--- src/rtl/shift_left_branch_pkg.sv ---
`default_nettype none
// ============================================================================
//  Module      : shift_left_branch_pkg
//  Description : Shared CPU constants for the branch-offset scaling unit:
//                datapath width, default branch shift and a legality helper.
//  Revision    : 1.0 - initial release
// ============================================================================
package shift_left_branch_pkg;

   // 16-bit datapath, halfword-aligned instructions
   localparam int WORD_W       = 16;
   localparam int BRANCH_SHIFT = 1;

   // A shift must move at least one bit and leave at least one bit in place
   function automatic bit shift_legal(input int width, input int shift);
      return (shift >= 1) && (shift < width);
   endfunction

endpackage : shift_left_branch_pkg
`default_nettype wire

--- src/rtl/shift_left_branch_comb.sv ---
`default_nettype none
// ============================================================================
//  Module      : shift_left_branch_comb
//  Description : Purely combinational branch-offset scaler. Shifts the
//                sign-extended offset left by SHIFT, flags bits lost off the
//                top and signed overflow, and forms pc + scaled offset.
//  Revision    : 1.0 - initial release
// ============================================================================
module shift_left_branch_comb
   import shift_left_branch_pkg::*;
#(
   parameter int WIDTH = WORD_W,
   parameter int SHIFT = BRANCH_SHIFT
) (
   input  logic [WIDTH-1:0] i_branch,
   input  logic [WIDTH-1:0] i_pc,
   output logic [WIDTH-1:0] o_shift,
   output logic [WIDTH-1:0] o_target,
   output logic             o_lost,
   output logic             o_sovf
);

   // Reject shift amounts that would discard the whole word or do nothing
   if (!shift_legal(WIDTH, SHIFT)) begin : g_bad_shift
      $error("shift_left_branch_comb: SHIFT must be in 1..WIDTH-1");
   end

   // Top SHIFT+1 input bits: the SHIFT bits that fall off plus the new sign bit
   logic [SHIFT:0] w_top;

   // Logical shift, zero fill; the upper SHIFT bits are simply dropped
   assign o_shift  = i_branch << SHIFT;
   assign w_top    = i_branch[WIDTH-1 -: SHIFT+1];
   assign o_lost   = |i_branch[WIDTH-1 -: SHIFT];
   // Value survives as a signed number only if the discarded bits match the new sign
   assign o_sovf   = ~((&w_top) | (~|w_top));
   // Carry-out discarded: branch targets wrap modulo 2^WIDTH
   assign o_target = i_pc + o_shift;

endmodule : shift_left_branch_comb
`default_nettype wire

--- src/rtl/shift_left_branch.sv ---
`default_nettype none
// ============================================================================
//  Module      : shift_left_branch
//  Description : Branch-offset scaling unit. Zero-latency shifted offset for
//                the single-cycle datapath plus a one-cycle registered copy
//                with overflow flags and branch target, qualified by valid.
//  Revision    : 1.0 - initial release
// ============================================================================
module shift_left_branch
   import shift_left_branch_pkg::*;
#(
   parameter int WIDTH = WORD_W,
   parameter int SHIFT = BRANCH_SHIFT
) (
   input  logic             clk,
   input  logic             rst,
   input  logic [WIDTH-1:0] Shift_Branch,
   output logic [WIDTH-1:0] Shift_Branch_out,
   input  logic [WIDTH-1:0] pc_in,
   input  logic             in_valid,
   output logic [WIDTH-1:0] target_q,
   output logic [WIDTH-1:0] shift_q,
   output logic             lost_q,
   output logic             sovf_q,
   output logic             out_valid
);

   logic [WIDTH-1:0] w_shift;
   logic [WIDTH-1:0] w_target;
   logic             w_lost;
   logic             w_sovf;

   logic [WIDTH-1:0] shift_d;
   logic [WIDTH-1:0] target_d;
   logic             lost_d;
   logic             sovf_d;
   logic             out_valid_d;

   shift_left_branch_comb #(
      .WIDTH (WIDTH),
      .SHIFT (SHIFT)
   ) u_comb (
      .i_branch (Shift_Branch),
      .i_pc     (pc_in),
      .o_shift  (w_shift),
      .o_target (w_target),
      .o_lost   (w_lost),
      .o_sovf   (w_sovf)
   );

   // Combinational result bypasses the register stage entirely
   assign Shift_Branch_out = w_shift;

   // Next-state: capture on valid, otherwise hold data and drop valid
   always_comb begin
      shift_d     = shift_q;
      target_d    = target_q;
      lost_d      = lost_q;
      sovf_d      = sovf_q;
      out_valid_d = in_valid;
      if (in_valid) begin
         shift_d  = w_shift;
         target_d = w_target;
         lost_d   = w_lost;
         sovf_d   = w_sovf;
      end
   end

   // Output register stage; reset wins over an incoming valid
   always_ff @(posedge clk) begin
      if (rst) begin
         shift_q   <= '0;
         target_q  <= '0;
         lost_q    <= 1'b0;
         sovf_q    <= 1'b0;
         out_valid <= 1'b0;
      end else begin
         shift_q   <= shift_d;
         target_q  <= target_d;
         lost_q    <= lost_d;
         sovf_q    <= sovf_d;
         out_valid <= out_valid_d;
      end
   end

endmodule : shift_left_branch
`default_nettype wire

--- config.mk ---
export PLATFORM = sky130hd
export DESIGN_NAME = shift_left_branch
export DESIGN_NICKNAME = d
export VERILOG_FILES = /design/src/rtl/shift_left_branch_pkg.sv /design/src/rtl/shift_left_branch_comb.sv /design/src/rtl/shift_left_branch.sv
export SDC_FILE = /design/constraint.sdc
export NUM_CORES = 1
export LEC_CHECK = 0
export BUFFER_PORTS_ARGS = -buffer_cell sky130_fd_sc_hd__buf_2
export CAP_MARGIN = 20
export CORE_MARGIN = 2
export CORE_UTILIZATION = 45
export CTS_BUF_LIST = sky130_fd_sc_hd__clkbuf_8
export DETAILED_ROUTE_END_ITERATION = 10
export PLACE_DENSITY = 0.77
export SLEW_MARGIN = 20
export SYNTH_ARGS = -nofsm -noshare
export SYNTH_HDL_FRONTEND = slang
export SYNTH_SLANG_ARGS = --single-unit
--- constraint.sdc ---
create_clock -name clk -period 2.65 [get_ports clk]
set_input_delay 0.53 -clock clk [delete_from_list [all_inputs] [get_ports clk]]
set_output_delay 0.53 -clock clk [all_outputs]
set_load 0.05 [all_outputs]
# Yosys cells after proc, flatten, opt, wreduce, memory -nomap -nowiden
# Cells that the tools add are included.
[classes] order_cmp=0 bitwise=2 add_sub_neg=1 multipliers=0 div=0 shift=0 reduce_logical=3 eq_ne=0 mux=0
[op_table] cell="16-bit adder" n=1
[op_table] cell="2-bit AND reduction" n=1
[op_table] cell="2-bit OR reduction" n=1
[op_table] cell="1-bit logical NOT" n=1
[op_table] cell="1-bit NOT" n=1
[op_table] cell="1-bit bitwise OR" n=1
[word_totals] romBits=0 wordCells=11 out_inout_bits=51 mem_count=0 latchBits=0 mem_bits_rw=0 reg_bits=34

# Longest topological paths before layout
# Gate-level depths: netlist of run 1.
[depth] ltp_word=4 ltp_mapped=8 depth_no_buf=8

# Hierarchy
# From an unflattened synthesis of run 1, not the netlist that was laid out.
[hier_totals] hier_cells=218 area_unflattened_um2=2074.5
[modules_own_cells] mod="shift_left_branch" cells_per_inst=112 instances=1 area_each_um2=1263.7
[modules_own_cells] mod="shift_left_branch_comb" cells_per_inst=106 instances=1 area_each_um2=810.8

# Least setup slack after synthesis of run 1
# No wires, ideal clock.
[synth_timing] path_kind="input to register" from="input port Shift_Branch[0]" to="register target_q[13]" path_buffers=0 arrival_ns=1.982 path_stages=8 setup_slack_ns=0.536 cell_sequence="ha_1 fa_1 a21o_1 a31oi_1 o31a_1 a21oi_1 mux2i_1 o21ai_0"
[synth_between] elab_chain_cells=1
[synth_lines] element="start, declared" line="shift_left_branch.sv:17" rtl="input logic [WIDTH-1:0] Shift_Branch,"
[synth_lines] element="16-bit adder" line="shift_left_branch_comb.sv:38" rtl="assign o_target = i_pc + o_shift;"
[synth_lines] element="end signal, assigned" line="shift_left_branch.sv:79" rtl="target_q <= target_d;"
[synth_lines] element="end, declared" line="shift_left_branch.sv:21" rtl="output logic [WIDTH-1:0] target_q,"
# Every way passes these cells.
# A chain may end at the register's enable or synchronous reset.

# Worst setup path after layout of run 1
# Ends and elaborated chain as after synthesis.

==> results of run 1 <==
-- area by class of cell --
type	count	area, um2	share of cell area
clock inverter	2	7.51	0.00322
clock buffer	5	68.8	0.0295
multi-input combinational	157	1080	0.461
tap	50	62.6	0.0268
inverter	2	7.51	0.00322
sequential	34	681	0.292
timing repair buffer	85	430	0.184
-- registers in the layout, indices dropped and copies added (netlist names) --
name,flops
lost_q,1
out_valid,1
shift_q,15
sovf_q,1
target_q,16
-- stage by stage --
stage	hold WS, ns	instances	worst slack (ns)
after floorplan	0.669	219	0.536
final	0.452	335	0.532
after detailed placement	0.444	328	0.272
after global routing	0.509	335	0.402
after CTS	0.460	335	0.554
after global placement	0.444	328	0.277
-- metal layers --
metal / GRT usage / up-vias
met5: 0 / -
met4: 0.0610 / 0
met3: 0.0451 / 6
met2: 0.299 / 57
met1: 0.223 / 746
li1: - / 875
-- cell families after synthesis --
group           after synthesis
buf+inv                      28
compound gates               42
xor+xnor                     12
other cells                   1
simple gates                 62
flops                        34
mux                          24
fa+ha+maj                    15
-- power by group --
group	leakage [nW]	switching [mW]	internal, mW	total (mW)
logic	0.866	0.358	0.156	0.514
clock network	0.0466	0.179	0.173	0.352
registers	0.281	0.0188	0.554	0.573
-- placed cells by master (no fill, tap or decap), drive strengths merged, types with 3 or more instances in the layout --
cell type,instances
o21ai,9
nor2,32
a21oi,14
dfxtp,34
a21o,3
nand2b,5
nand4,3
nand2,11
o22ai,4
clkbuf,5
nand3,6
ha,14
inv,4
xnor2,9
mux2i,24
xor2,3
buf,85
-- critical path, cell delays in order --
cell     delay (ns)
buf_2          0.11
ha_1           0.22
fa_1           0.40
a21o_1         0.22
a31oi_1        0.18
o31a_1         0.25
a21oi_1        0.11
mux2i_1        0.15
o21ai_0        0.09
-- worst max path at each step --
stage | slack, ns | start | end | depth (start not counted)
3_5_place_dp | 0.27 | Shift_Branch[0] | target_q[13] | 9
5_1_grt | 0.40 | Shift_Branch[0] | target_q[13] | 9
6_report | 0.53 | Shift_Branch[0] | target_q[13] | 9
3_3_place_gp | 0.28 | Shift_Branch[0] | target_q[13] | 9
2_1_floorplan | 0.54 | Shift_Branch[0] | target_q[13] | 8
4_1_cts | 0.55 | Shift_Branch[0] | target_q[13] | 9
==> results.cfg, run 1 <==
[drt]
finalWirelength_um = 4170
met1Wirelength_um = 1910
drc = 0
topRoutingLayerUsed = met4
first_pass_iters = 4
wl_met3_um = 274
dr.first_iter.drc_count = 101
vias = 1684
antenna_left = 0
wl_per_cell_um = 12.5
dr_wl_met2_um = 1940
post_drt_via_cell_ratio = 5.03

[yosys]
yosysTopAreaCell = dfxtp_1
ys_warn_count = 0
synth_compound_area_frac = 0.133
ys_ff_latch = 34
synth_simple_gate_area_frac = 0.141
synth_top_family_by_area = simple AND/OR/NAND/NOR gates
synth_edf_count = 0
synthCells = 218
synth_seq_area_share = 0.354
synthMuxAreaShare = 0.125
syn_area_per_cell_um2 = 8.83
async_flop_share = 0
synth_area_mm2 = 0.00192
synthFlopType = dfxtp_1
synth_cell_types = 33
synth_xor_area_frac = 0.0546
ys_top_cells_by_area = dfxtp_1, mux2i_1, ha_1
synth_top_area_share = 0.354
yosys.cell_count.top_type = dfxtp_1
synthAdderAreaFrac = 0.101
yosys-top-cells-count = dfxtp_1, nor2_1, mux2i_1, buf_4

[power]
power_density_mw_per_mm2 = 617
power_mw = 1.44
peakVddDrop_mv = 0.419
p_leak_nw = 1.19

[global_routing]
grt_max_degree = 32
grt_pass1_vias = 1622
track_usage = 0.179
antenna_found_initial = 0
grt_pass1_wl_um = 7100
grt-ovfl-total = 0

[cts]
h-tree-depth = 2
postCtsHoldBufs = 0
cts_resized = 0
clk_pin_slew_ns = 0.07
tritoncts = built
postCtsSetupRepairBufs = 0
root_buffer = clkbuf_8
clkLatencyLatePin_ns = 0.28
cts_buffer_depth = 2
cts_buffers = 5
cts.sinks = 34

[job]
drv_cap = 0

[critical_path]
startpoint_type = primary input
crit_path_end_kind = flop
reg2reg_from = target_q[13]
reg2reg_slack_ns = 1.86
timing.rr.end = target_q[13]
path_class = primary input to flop
rr_worst_depth = 3
critPathRequiredTime_ns = 2.81
cp_max_fo = 4
cp_data_arrival_time_ns = 2.28

[cells_and_area]
nFillCells = 392
finalNetCount = 335
drive_gt1_frac = 0.316
fin_util = 0.575
area_growth_pct = 21.3
n_antenna_cell = 0
finish.instance_area_mm2 = 0.00233

[hold_path]
holdCritStartpoint = target_q[12]
hp-class = flop to flop
whs_endpoint = target_q[12]
hold_depth = 2

[die]
core.rowCount = 23
die_h_um = 69.4
ioPinCount = 86
initial_core_util = 0.474
die_area_mm2 = 0.00482
die_x_um = 69.4
coreArea_mm2 = 0.00406

[placed_design]
gp_congestion = 0.835
placed_cell_area_mm2 = 0.00226
hpwlAfterDp_um = 3190
numPortBuffers = 83

[sta]
finalHoldViolCount = 0
rsz0062_at_grt = no
post-route-period-util = 0.799
period_needed_ns = 2.12
final.setup_skew_ns = 0
fmax_mhz = 472
final_max_slew_viol_count = 0
setup_viol = 0
setup_tns_ns = 0

[status]
status = finished clean
(Power assumes the default switching activity.)
==> run 2, diff against run 1 <==
--- a/config.mk
+++ b/config.mk
@@ -5,13 +5,14 @@
 export SDC_FILE = /design/constraint.sdc
 export NUM_CORES = 1
 export LEC_CHECK = 0
+export ABC_AREA = 1
 export BUFFER_PORTS_ARGS = -buffer_cell sky130_fd_sc_hd__buf_2
 export CAP_MARGIN = 20
 export CORE_MARGIN = 2
 export CORE_UTILIZATION = 45
 export CTS_BUF_LIST = sky130_fd_sc_hd__clkbuf_8
 export DETAILED_ROUTE_END_ITERATION = 10
-export PLACE_DENSITY = 0.77
+export PLACE_DENSITY = 0.78
 export SLEW_MARGIN = 20
 export SYNTH_ARGS = -nofsm -noshare
 export SYNTH_HDL_FRONTEND = slang
==> constraint.sdc (replaced) <==
create_clock -name clk -period 1.9 [get_ports clk]
set_input_delay 0.38 -clock clk [delete_from_list [all_inputs] [get_ports clk]]
set_output_delay 0.38 -clock clk [all_outputs]
set_load 0.05 [all_outputs]
==> run 2 against run 1 <==
Compared with the run above:
- wire length is 22% higher
- die area is 14% higher
- largest cell class unchanged
- setup slack worse by 0.26 ns
- register-to-register slack worse by 0.66 ns
- final area is 15% higher
- sequential share of layout area is 3.8 points lower
- synthesized cell count is 58% higher
- sequential cell count stayed put
- critical endpoint is now target_q[9]
- total power is 46% higher
- critical path depth is 1 higher
- final cell count is 44% higher
==> results.cfg, run 2 <==
[status]
status = finished clean

[cells_and_area]
top_regs = target_q: 16 flops, shift_q: 15 flops
fin_util = 0.567
nFillCells = 454
finalNetCount = 463
top_register = target_q
drive_gt1_frac = 0.263
area_growth_pct = 21.4
n_antenna_cell = 0
multi_input_area_mm2 = 0.00117
final_cell_mix = buf_2, nand2_1, nor2_1
seq_area_um2 = 681
mostFrequentLayoutCell = buf_2
largest_register_ffs = 16

[critical_path]
timing.rr.end = target_q[5]
crit_path_end_kind = flop
reg2reg_from = target_q[5]
reg2reg_slack_ns = 1.20
critPathRequiredTime_ns = 2.08
cp_max_fo = 3
startpoint_type = primary input
path_class = primary input to flop
rr_worst_depth = 4
cp_data_arrival_time_ns = 1.81

[yosys]
ys_warn_count = 0
synth_cell_types = 24
ys_ff_latch = 34
syn_area_per_cell_um2 = 6.41
yosys-top-cells-count = nand2_1, nor2_1, inv_1, dfxtp_1, o21ai_0
yosysTopAreaCell = dfxtp_1
synth_top_area_share = 0.309
async_flop_share = 0
synthFlopType = dfxtp_1
synth_area_mm2 = 0.00221
synthCells = 344
yosys.cell_count.top_type = nand2_1
synth_edf_count = 0
synth_seq_area_share = 0.309
ys_top_cells_by_area = dfxtp_1, nand2_1, nor2_1

[drt]
wl_per_cell_um = 10.6
post_drt_via_cell_ratio = 4.59
vias = 2209
first_pass_iters = 4
finalWirelength_um = 5110
antenna_left = 0
dr.first_iter.drc_count = 98
drc = 0

[hold_path]
whs_endpoint = target_q[0]
hp-class = primary input to flop
hold_depth = 3
holdCritStartpoint = pc_in[0]

[cts]
cts_resized = 0
tritoncts = built
postCtsSetupRepairBufs = 0
cts_buffers = 5
h-tree-depth = 2
cts.sinks = 34
cts_buffer_depth = 2
clk_pin_slew_ns = 0.07
clkLatencyLatePin_ns = 0.28
root_buffer = clkbuf_8
postCtsHoldBufs = 0

[sta]
post-route-period-util = 0.859
fmax_mhz = 613
worstMarginPinSlew_ns = 0.630
slew_headroom = 0.580
final.setup_skew_ns = 0
rsz0062_at_grt = no
setup_tns_ns = 0
finalHoldViolCount = 0
setup_viol = 0
final_max_slew_viol_count = 0
period_needed_ns = 1.63

[power]
p_seq_frac = 0.377
power.switching_mw = 0.831
p_sw_frac = 0.395
clkPwrFrac = 0.257
power_density_mw_per_mm2 = 785
p_int_mw = 1.27
p_leak_nw = 1.58
peakVddDrop_mv = 0.430
power_frac_comb = 0.366

[placed_design]
gp_congestion = 0.867
hpwlAfterDp_um = 3890
numPortBuffers = 83

[die]
initial_core_util = 0.467
ioPinCount = 86
die_h_um = 74.0
die_area_mm2 = 0.00548
coreArea_mm2 = 0.00472
die_x_um = 74.0
core.rowCount = 25

[global_routing]
busiest_layer = met2
grt_pass1_vias = 2000
grtUsageMet1 = 0.241
track_usage = 0.192
grt_max_degree = 29
antenna_found_initial = 0
grt_pass1_wl_um = 8310
met2_usage = 0.318
grt-ovfl-total = 0
grtUsageMet3 = 0.0556

[job]
drv_cap = 0
[run 2: cell types whose count changed after synthesis, moves of 4 or more]
cell / previous run / this run
nand2_1: 11 / 74
inv_1: 2 / 47
nor2_1: 32 / 63
mux2i_1: 24 / 0
nand3_1: 6 / 22
o21ai_0: 8 / 23
xnor2_1: 9 / 0
nand2b_1: 5 / 0
inv_2: 0 / 4
nand2_2: 0 / 4
nor2_2: 0 / 4
o22ai_1: 4 / 0
[run 2: area by class of cell]
cell class,count,share of cell area
Clock buffer,6,0.0308
Clock inverter,2,0.00327
Inverter,51,0.0715
Multi-Input combinational cell,234,0.438
Sequential cell,34,0.254
Tap cell,67,0.0313
Timing Repair Buffer,87,0.171
[run 2: worst max path at each step]
stage	startpoint	to	slack [ns]	cells past startpoint
6_report	Shift_Branch[0]	target_q[9]	0.27	10
5_1_grt	Shift_Branch[0]	target_q[9]	0.11	10
3_5_place_dp	Shift_Branch[0]	target_q[9]	-0.01	10
4_1_cts	Shift_Branch[0]	target_q[9]	0.27	10
2_1_floorplan	Shift_Branch[0]	target_q[9]	0.19	9
3_3_place_gp	Shift_Branch[0]	target_q[9]	0.01	10
[run 2: logic make-up (layout without fill, tap and decap cells)]
family          after synthesis  after routing  synth area share
simple gates                171            171             0.319
compound gates               40             40            0.0970
buf+inv                      77            146             0.161
xor+xnor                      6              6            0.0238
flops                        34             34             0.309
other cells                   1              2           0.00170
fa+ha+maj                    15             15            0.0885
[run 2: power groups by stage]
stage	Clock (mW)	Sequential, mW	Combinational, mW
2_1_floorplan	0	1.01	0.403
3_3_place_gp	0	0.808	0.757
3_5_place_dp	0	0.810	0.767
4_1_cts	0.556	0.794	0.771
5_1_grt	0.593	0.800	0.843
6_report	0.540	0.794	0.770
[run 2: through the flow]
stage	hold slack, ns	instances	area, um2	worst slack, ns	power [mW]
after floorplan	0.515	345	2210	0.191	1.41
after global placement	0.446	473	2590	0.0105	1.56
after detailed placement	0.452	473	2590	-0.0120	1.58
after CTS	0.317	481	2680	0.272	2.12
after global routing	0.357	481	2680	0.109	2.24
final	0.320	481	2680	0.268	2.10
[run 2: layer usage]
metal  vias to the layer above  wire length [um]
li1                       1183                 -
met1                       951              2340
met2                        71              2320
met3                         4               391
met4                         0                51
met5                         -                 0
[run 2: critical path, cell delays in order]
cell and delay, ns:
buf_2 0.11, ha_1 0.22, fa_1 0.43, nand3_1 0.11, nand2_1 0.10, nand2_1 0.08
nand2_1 0.05, xor2_1 0.13, o21ai_0 0.14, inv_1 0.05
==> run 3, diff against run 2 <==
--- a/config.mk
+++ b/config.mk
@@ -5,11 +5,10 @@
 export SDC_FILE = /design/constraint.sdc
 export NUM_CORES = 1
 export LEC_CHECK = 0
-export ABC_AREA = 1
 export BUFFER_PORTS_ARGS = -buffer_cell sky130_fd_sc_hd__buf_2
 export CAP_MARGIN = 20
 export CORE_MARGIN = 2
-export CORE_UTILIZATION = 45
+export CORE_UTILIZATION = 44
 export CTS_BUF_LIST = sky130_fd_sc_hd__clkbuf_8
 export DETAILED_ROUTE_END_ITERATION = 10
 export PLACE_DENSITY = 0.78
==> run 3 against run 2 <==
Compared with the run above:
- maximum frequency fell by 11%
- wire length shrank 12%
- combinational power rose by 1%
- total power is 7.0% higher
- register-to-register slack worse by 0.13 ns
- final area fell by 4.3%
- hold slack better by 0.034 ns
- global-route usage is 0.36 points lower
- highest routed layer unchanged
==> results.cfg, run 3 (synthesis gave the netlist of run 1 again) <==
[drt]
wl_met3_um = 358
vias = 1795
wl_per_cell_um = 12.5
met1Wirelength_um = 1880
drc = 0
dr.first_iter.drc_count = 63
dr_wl_met2_um = 2210
antenna_left = 0
topRoutingLayerUsed = met4
finalWirelength_um = 4500
first_pass_iters = 4
post_drt_via_cell_ratio = 4.99

[cells_and_area]
final_cell_mix = buf_2, dfxtp_1, nor2_1
nFillCells = 405
n_antenna_cell = 0
top_register = target_q
top_regs = target_q: 16 flops, shift_q: 15 flops
finalNetCount = 358
drive_gt1_frac = 0.380
mostFrequentLayoutCell = buf_2
largest_register_ffs = 16
area_growth_pct = 33.2

[die]
coreArea_mm2 = 0.00429
initial_core_util = 0.448
core.rowCount = 24
die_x_um = 70.1
ioPinCount = 86
die_h_um = 70.1
die_area_mm2 = 0.00492

[power]
p_leak_nw = 1.31
clkPwrFrac = 0.299
p_int_mw = 1.46
power.switching_mw = 0.793
power_density_mw_per_mm2 = 878
power_frac_comb = 0.346
p_sw_frac = 0.352
peakVddDrop_mv = 0.413
p_seq_frac = 0.355

[cts]
cts_buffer_depth = 2
cts.sinks = 34
clk_pin_slew_ns = 0.07
cts_buffers = 5
clkLatencyLatePin_ns = 0.28
tritoncts = built
root_buffer = clkbuf_8
h-tree-depth = 2
postCtsHoldBufs = 0

[critical_path]
crit_path_end_kind = flop
cp_max_fo = 4
startpoint_type = primary input
cp_data_arrival_time_ns = 1.99
timing.rr.end = target_q[13]
reg2reg_slack_ns = 1.07
rr_worst_depth = 3
critPathRequiredTime_ns = 2.05
startpoint = Shift_Branch[0]
path_class = primary input to flop
reg2reg_from = target_q[13]

[global_routing]
grt_pass1_vias = 1732
antenna_found_initial = 0
grt_pass1_wl_um = 7360
grt_max_degree = 32
grt-ovfl-total = 0
track_usage = 0.189

[sta]
setup_viol = 0
final_max_slew_viol_count = 0
holdWs_ns = 0.355
period_needed_ns = 1.83
finalHoldViolCount = 0
fmax_mhz = 545
timing.final.ws_setup_ns = 0.0652
post-route-period-util = 0.966
final.setup_skew_ns = 0

[placed_design]
pre_cts_ws_ns = -0.287
numPortBuffers = 83
gp_congestion = 0.896
hpwlAfterDp_um = 3320

[hold_path]
hp-class = primary input to flop
hold_depth = 3
holdCritStartpoint = pc_in[0]
whs_endpoint = target_q[0]

[status]
status = finished clean

[job]
drv_cap = 0
[run 3: changes by cell type in the layout (fill, tap and decap cells not counted), sizes merged, moves of 4 or more]
cell,previous run,this run
nand2,79,11
inv,52,2
nor2,67,32
mux2i,0,24
buf,87,108
nand3,22,6
o21ai,24,9
xnor2,0,9
nand2b,0,5
o22ai,0,4
[run 3: worst max-delay path by stage]
stage	cells past startpoint	to	slack [ns]
6_report	9	target_q[9]	0.07
5_1_grt	9	target_q[9]	-0.01
4_1_cts	9	target_q[9]	0.02
3_5_place_dp	9	target_q[13]	-0.29
3_3_place_gp	9	target_q[13]	-0.23
2_1_floorplan	8	target_q[13]	-0.0001
[run 3: timing repair]
item | in CTS | in global routing
setup buffers | 2 | 2
gates resized for setup | 1 | 2
pin swaps | 4 | 6
setup endpoints to repair | 1 | 4
[run 3: critical path, cell delays in order]
cell,delay (ns)
buf_4,0.13
ha_4,0.16
fa_2,0.33
a21o_1,0.19
a31oi_1,0.18
o31a_1,0.23
buf_4,0.15
xor2_1,0.15
o22ai_1,0.08
[run 3: power by group through the flow]
stage | clock, mW | combinational [mW] | sequential (mW)
after floorplan | 0 | 0.365 | 1.02
after global placement | 0 | 0.756 | 0.814
after detailed placement | 0 | 0.765 | 0.815
after CTS | 0.691 | 0.774 | 0.800
after global routing | 0.720 | 0.840 | 0.806
final | 0.673 | 0.779 | 0.800
[run 3: cell type report]
| class | instances | area (um2) | area share |
|---|---|---|---|
| clock buffers | 6 | 82.6 | 0.0322 |
| clock inverters | 1 | 30.0 | 0.0117 |
| inverters | 2 | 7.51 | 0.00293 |
| multi-input cells | 157 | 1090 | 0.426 |
| flip-flops and latches | 34 | 681 | 0.266 |
| well taps | 52 | 65.1 | 0.0254 |
| repair buffers | 108 | 606 | 0.236 |
[run 3: metrics by stage]
stage           util  area [um2]  setup TNS, ns  cells  power, mW
2_1_floorplan      -        1930      -0.000101    219       1.39
3_3_place_gp   0.560        2400          -1.23    349       1.57
4_1_cts        0.590        2530              0    358       2.26
6_report       0.597        2560              0    360       2.25
3_5_place_dp   0.560        2400          -1.44    349       1.58
5_1_grt        0.597        2560        -0.0120    360       2.37
[run 3: per-layer routing]
metal	up-vias	GRT usage
met4	0	0.0641
met3	6	0.0722
met5	-	0
met2	72	0.329
li1	921	-
met1	796	0.210
